[config.mk]
export PLATFORM = sky130hd
export DESIGN_NAME = b08_sched
export DESIGN_NICKNAME = d
export VERILOG_FILES = /design/src/rtl/b08_sched.sv
export SDC_FILE = /design/constraint.sdc
export NUM_CORES = 1
export LEC_CHECK = 0
export ABC_AREA = 1
export CAP_MARGIN = 20
export CELL_PAD_IN_SITES_DETAIL_PLACEMENT = 1
export CELL_PAD_IN_SITES_GLOBAL_PLACEMENT = 2
export CORE_AREA = 2 2 88 90
export CTS_CLUSTER_DIAMETER = 200
export DETAILED_ROUTE_END_ITERATION = 7
export DIE_AREA = 0 0 90 92
export GPL_ROUTABILITY_DRIVEN = 0
export GPL_TIMING_DRIVEN = 0
export HOLD_SLACK_MARGIN = 0.08
export PLACE_DENSITY = 0.8
export SETUP_SLACK_MARGIN = 0.2
export SLEW_MARGIN = 20
export SYNTH_ARGS = -nofsm -noshare
export SYNTH_HDL_FRONTEND = slang
export SYNTH_SLANG_ARGS = --single-unit
export TNS_END_PERCENT = 1
[constraint.sdc]
create_clock -name i_clk -period 3 [get_ports i_clk]
set_input_delay 0.3 -clock i_clk [delete_from_list [all_inputs] [get_ports i_clk]]
set_output_delay 0.3 -clock i_clk [all_outputs]
set_load 0.02 [all_outputs]
[src/rtl/b08_sched.sv]
// b08_sched: four-requester job scheduler for a shared evaluation core.
// A winner's operand is captured and handed to the core, the core is waited
// on for CORE_LAT cycles, and the result is reported with its owner's index.
// Build option: define B08_SCHED_FIXED_PRIO_EN for fixed-priority arbitration
// (requester 0 highest). The default build uses round-robin arbitration.
module b08_sched #(
  parameter int CORE_LAT = 18
) (
  input  logic        i_clk,
  input  logic        i_rst_n,
  input  logic [3:0]  i_req,
  input  logic [31:0] i_din,
  output logic [3:0]  o_gnt,
  output logic        o_done,
  output logic [1:0]  o_done_id,
  output logic [3:0]  o_dout,
  output logic        o_busy,
  output logic        o_core_start,
  output logic [7:0]  o_core_i,
  input  logic [3:0]  i_core_o
);

  localparam logic [1:0] S_IDLE   = 2'd0;
  localparam logic [1:0] S_LAUNCH = 2'd1;
  localparam logic [1:0] S_WAIT   = 2'd2;
  localparam logic [1:0] S_REPORT = 2'd3;

  // Counter reload: WAIT lasts CORE_LAT cycles, counting CORE_LAT-1 down to 0.
  localparam logic [7:0] LAT_RELOAD = 8'(CORE_LAT - 1);

  logic [1:0] r_state;
  logic [7:0] r_cnt;
  logic [3:0] r_gnt;
  logic       r_done;
  logic [1:0] r_id;
  logic [1:0] r_done_id;
  logic [3:0] r_dout;
  logic [7:0] r_core_i;

  logic       w_win_valid;
  logic [1:0] w_win_idx;

`ifdef B08_SCHED_FIXED_PRIO_EN
  // Fixed priority: the lowest-numbered requesting index wins.
  always_comb begin
    w_win_valid = |i_req;
    w_win_idx   = 2'd0;
    for (int k = 3; k >= 0; k--) begin
      if (i_req[k]) w_win_idx = 2'(k);
    end
  end
`else
  logic [1:0] r_last;

  // Round-robin: scan from last winner + 1 with 2-bit wrap; scanning
  // backwards lets the nearest requesting index overwrite the others.
  always_comb begin
    w_win_valid = |i_req;
    w_win_idx   = 2'd0;
    for (int k = 3; k >= 0; k--) begin
      if (i_req[r_last + 2'(k + 1)]) w_win_idx = r_last + 2'(k + 1);
    end
  end

  // Remember the last winner; reset to 3 so requester 0 is searched first.
  always_ff @(posedge i_clk or negedge i_rst_n) begin
    if (!i_rst_n) begin
      r_last <= 2'd3;
    end else if (r_state == S_IDLE && w_win_valid) begin
      r_last <= w_win_idx;
    end
  end
`endif

  // Scheduler FSM: grant, launch the core, count its latency, report result.
  always_ff @(posedge i_clk or negedge i_rst_n) begin
    if (!i_rst_n) begin
      r_state   <= S_IDLE;
      r_cnt     <= 8'd0;
      r_gnt     <= 4'd0;
      r_done    <= 1'b0;
      r_id      <= 2'd0;
      r_done_id <= 2'd0;
      r_dout    <= 4'd0;
      r_core_i  <= 8'd0;
    end else begin
      r_gnt  <= 4'd0;
      r_done <= 1'b0;
      case (r_state)
        S_IDLE: begin
          if (w_win_valid) begin
            r_gnt    <= 4'b0001 << w_win_idx;
            r_core_i <= i_din[{w_win_idx, 3'b000} +: 8];
            r_id     <= w_win_idx;
            r_state  <= S_LAUNCH;
          end
        end
        S_LAUNCH: begin
          r_cnt   <= LAT_RELOAD;
          r_state <= S_WAIT;
        end
        S_WAIT: begin
          if (r_cnt == 8'd0) begin
            r_dout  <= i_core_o;
            r_state <= S_REPORT;
          end else begin
            r_cnt <= r_cnt - 8'd1;
          end
        end
        default: begin
          r_done    <= 1'b1;
          r_done_id <= r_id;
          r_state   <= S_IDLE;
        end
      endcase
    end
  end

  assign o_gnt        = r_gnt;
  assign o_done       = r_done;
  assign o_done_id    = r_done_id;
  assign o_dout       = r_dout;
  assign o_core_i     = r_core_i;
  // START is decoded straight from the state so it can only be high in LAUNCH.
  assign o_core_start = (r_state == S_LAUNCH);
  assign o_busy       = (r_state != S_IDLE);

endmodule

==> results_dict.tcl <==
set metrics [dict create \
    drc_errors 0 \
    drt-total-wl_um 4980 \
    worst_hold_slack_ns 0.418 \
    drive_gt1_share_pct 14.7 \
    power_mw 3.26 \
    hold_path.class "input pin to asynchronous set/reset pin" \
    cts_htree_levels 2 \
    synth_compound_area_share_pct 5.94 \
    core_area_um2 7450 \
    setup_tns_ns 0 \
    die_w_um 90 \
    synth_cells 254 \
    globalRouteTotalUtil_pct 12.8 \
    synthMuxAreaShare_pct 3.38 \
    switching_share_pct 45.6 \
    leakage_nw 1.41 \
    area.growth.synth_to_final_pct 44.7 \
    numCtsBuffers 5 \
    vdd_drop_max_uv 470 \
    vias_per_cell 4.25 \
    drtPass1Iterations 4 \
    clk_path_buf_depth 2 \
    dp_hpwl_um 4010 \
    finalCriticalPeriod_ns 1.97 \
    num_io_pins 63 \
    pre_cts_slack_ns 0.808 \
    ant_nets 0 \
    power.density_nw_per_um2 1130 \
    worst_slack_ns 1.03 \
    synth_area_um2 2000 \
    synth-seq-cells 33 \
    synth_top_family_by_area "simple AND/OR/NAND/NOR gates" \
    power_switching_mw 1.49 \
    worst_pin_slew_ns 0.457 \
    seqPwrFrac_pct 24.0 \
    drt_first_iter_violations 18 \
    post-route-util_pct 38.8 \
    initial_core_util_pct 26.8 \
    die_h_um 92 \
    clock-sinks 33 \
    grt_max_degree 25 \
    syn_nets 302 \
    p_int_mw 1.78 \
    reg2reg_from "r_last[0]" \
    final-seq-area_um2 828 \
    p_comb_share_pct 62.6 \
    grt_setup_unrepaired "no" \
    grt_overflow 0 \
    finalCritPeriodShare_pct 65.5 \
    worstSkewPairLatency_ns 0.28 \
    cts_setup_buffers 0 \
    nFillCells 930 \
    path_max_fanout 8 \
    drv_cap 0 \
    synthAdderAreaFrac_pct 3.75 \
    cts_tree "done" \
    yosys.area_share.simple_pct 32.9 \
    synth.distinct_cells 31 \
    synth.avg_cell_area_um2 7.87 \
    die-area_um2 8280 \
    diodes 0 \
    setup_viol 0 \
    skew_ns 0.00607 \
    r2r_cells 13 \
    rows 32 \
    slew_headroom_pct 69.5 \
    slew_viol_final 0 \
    vias 1820 \
    port_buffers 62 \
    critPathKind "flip-flop to flip-flop" \
    synth-xor-area-share_pct 0.876 \
    crit_path_max_incr_delay_ns 0.53 \
    nets 373 \
    ys_warn_count 0 \
    grt_pass1_vias 1899 \
    multi_input_area_um2 937 \
    fmax_ghz 0.509 \
    cp_data_arrival_time_ns 2.19 \
    post_drt_wl_per_cell_um 11.6 \
    antenna_found_initial 0 \
    outcome "completed" \
    crit_path_cell_trace "buf_6 > inv_8 > nand2_2 > nand2_2 > nand2_1 > nand2_1 > nand3_1 > nand2_1 > nand2_2 > inv_2 > nor2_2 > nand3_1 > nand3_1" \
    cts-root-buf "clkbuf_8" \
    critical_path_required_ns 3.22 \
    cp_slowest_cell "dfstp_2" \
    crit_path_end_kind "flip-flop" \
    critPathLaunch "r_last[0]" \
    clock_power_share_pct 13.4 \
    clk_pin_slew_worst_paths_ns 0.07 \
    cp-start-kind "flip-flop" \
    yosysSeqAreaShare_pct 41.4 \
    finalHoldViolations 0 \
    grt_pass1_wl_um 8650 \
]
==> cell usage after synthesis <==
master	number	area [um^2]
a21oi_1	6	30.0
a22oi_1	1	7.51
buf_12	1	20.0
buf_6	2	22.5
clkbuf_1	1	3.75
clkinv_1	1	3.75
dfrtp_1	31	776
dfstp_2	2	52.6
ha_1	6	75.1
inv_1	40	150
inv_2	6	22.5
inv_8	1	11.3
mux2_2	6	67.6
nand2_1	63	236
nand2_2	13	81.3
nand2_4	2	22.5
nand2_8	2	40.0
nand3_1	28	140
nand3_2	1	10.0
nand3_4	1	17.5
nand4_1	1	6.26
nor2_1	14	52.6
nor2_2	1	6.26
nor3_1	4	20.0
o211ai_1	4	30.0
o21ai_0	5	25.0
o21ai_1	4	20.0
o22ai_1	1	6.26
or2_1	4	25.0
xnor2_1	1	8.76
xor2_1	1	8.76
==> power by group through the flow <==
stage / Sequential [mW] / Clock [mW] / Combinational (mW)
final: 0.784 / 0.437 / 2.04
after global placement: 0.789 / 0 / 2.05
after CTS: 0.788 / 0.452 / 2.09
after detailed placement: 0.792 / 0 / 2.08
after global routing: 0.816 / 0.469 / 2.30
after floorplan: 0.918 / 0 / 1.29
==> critical path, delay by kind of cell (launching register included) <==
kind	cells	cell delay, ns
buf+inv	3	0.33
simple gates	10	1.04
flops	1	0.53
==> flip-flops by register name, indices dropped and copies added, names as in the netlist <==
signal and cells:
r_last 2, o_dout 4, r_cnt 8, o_done_id 2, o_gnt 4, r_id 2
o_done 1, r_state 2, o_core_i 8
==> final cells by class <==
class                           instances  area share (%)
Tap cell                              102            4.41
Sequential cell                        33            28.6
Clock inverter                          2            1.30
Clock buffer                            6            2.85
Inverter                               48            6.49
Buffer                                  4            1.60
Multi-Input combinational cell        169            32.4
Timing Repair Buffer                   64            22.3
==> routing by layer <==
layer	wire length (um)	track usage, %	up-vias	share of wire, %
met5	0	0	-	0
met4	44	3.72	0	0.88
met3	261	3.86	7	5.2
met2	2370	22.2	48	48
met1	2300	15.4	832	46
li1	-	-	933	-
==> kinds of logic after synthesis <==
| logic type | Yosys count |
|---|---|
| AOI/OAI and AO/OA | 21 |
| and+or+nand+nor | 134 |
| adders and majority gates | 6 |
| DFF | 33 |
| xor gates and xnor gates | 2 |
| muxes | 6 |
| buffers and inverters | 52 |
==> worst paths after layout <==
check                      slack [ns]          end
setup / recovery                 1.03  o_core_i[4]
hold / removal                   0.42       o_done
setup reg to reg                 1.03  o_core_i[4]
hold reg to reg                  0.49      r_id[0]
max in group asynchronous        2.10    r_last[1]
min in group i_clk               0.49      r_id[0]
==> cells in the final DEF, fill, tap and decap left out, drive strengths merged, types with 5 or more instances in the layout <==
master         instances
buf                    5
nand3                 30
inv                   47
nand2                 80
mux2                   6
clkbuf                 7
clkdlybuf4s50         61
nor2                  15
a21oi                  6
dfrtp                 31
o21ai                  9
ha                     6
==> per-stage QoR <==
step,area (um^2),cells
floorplan,2000,254
global placement,2750,418
detailed placement,2760,419
CTS,2890,428
global route,2890,428
finish,2890,428
==> timing repair <==
action / 4_1_cts / 5_1_grt
setup endpoints to repair: 0 / 0
hold buffers: 1 / 0
hold endpoints to repair: 9 / 0
resized for setup: 0 / 0
No activity file was read; power rests on OpenSTA's default activity.
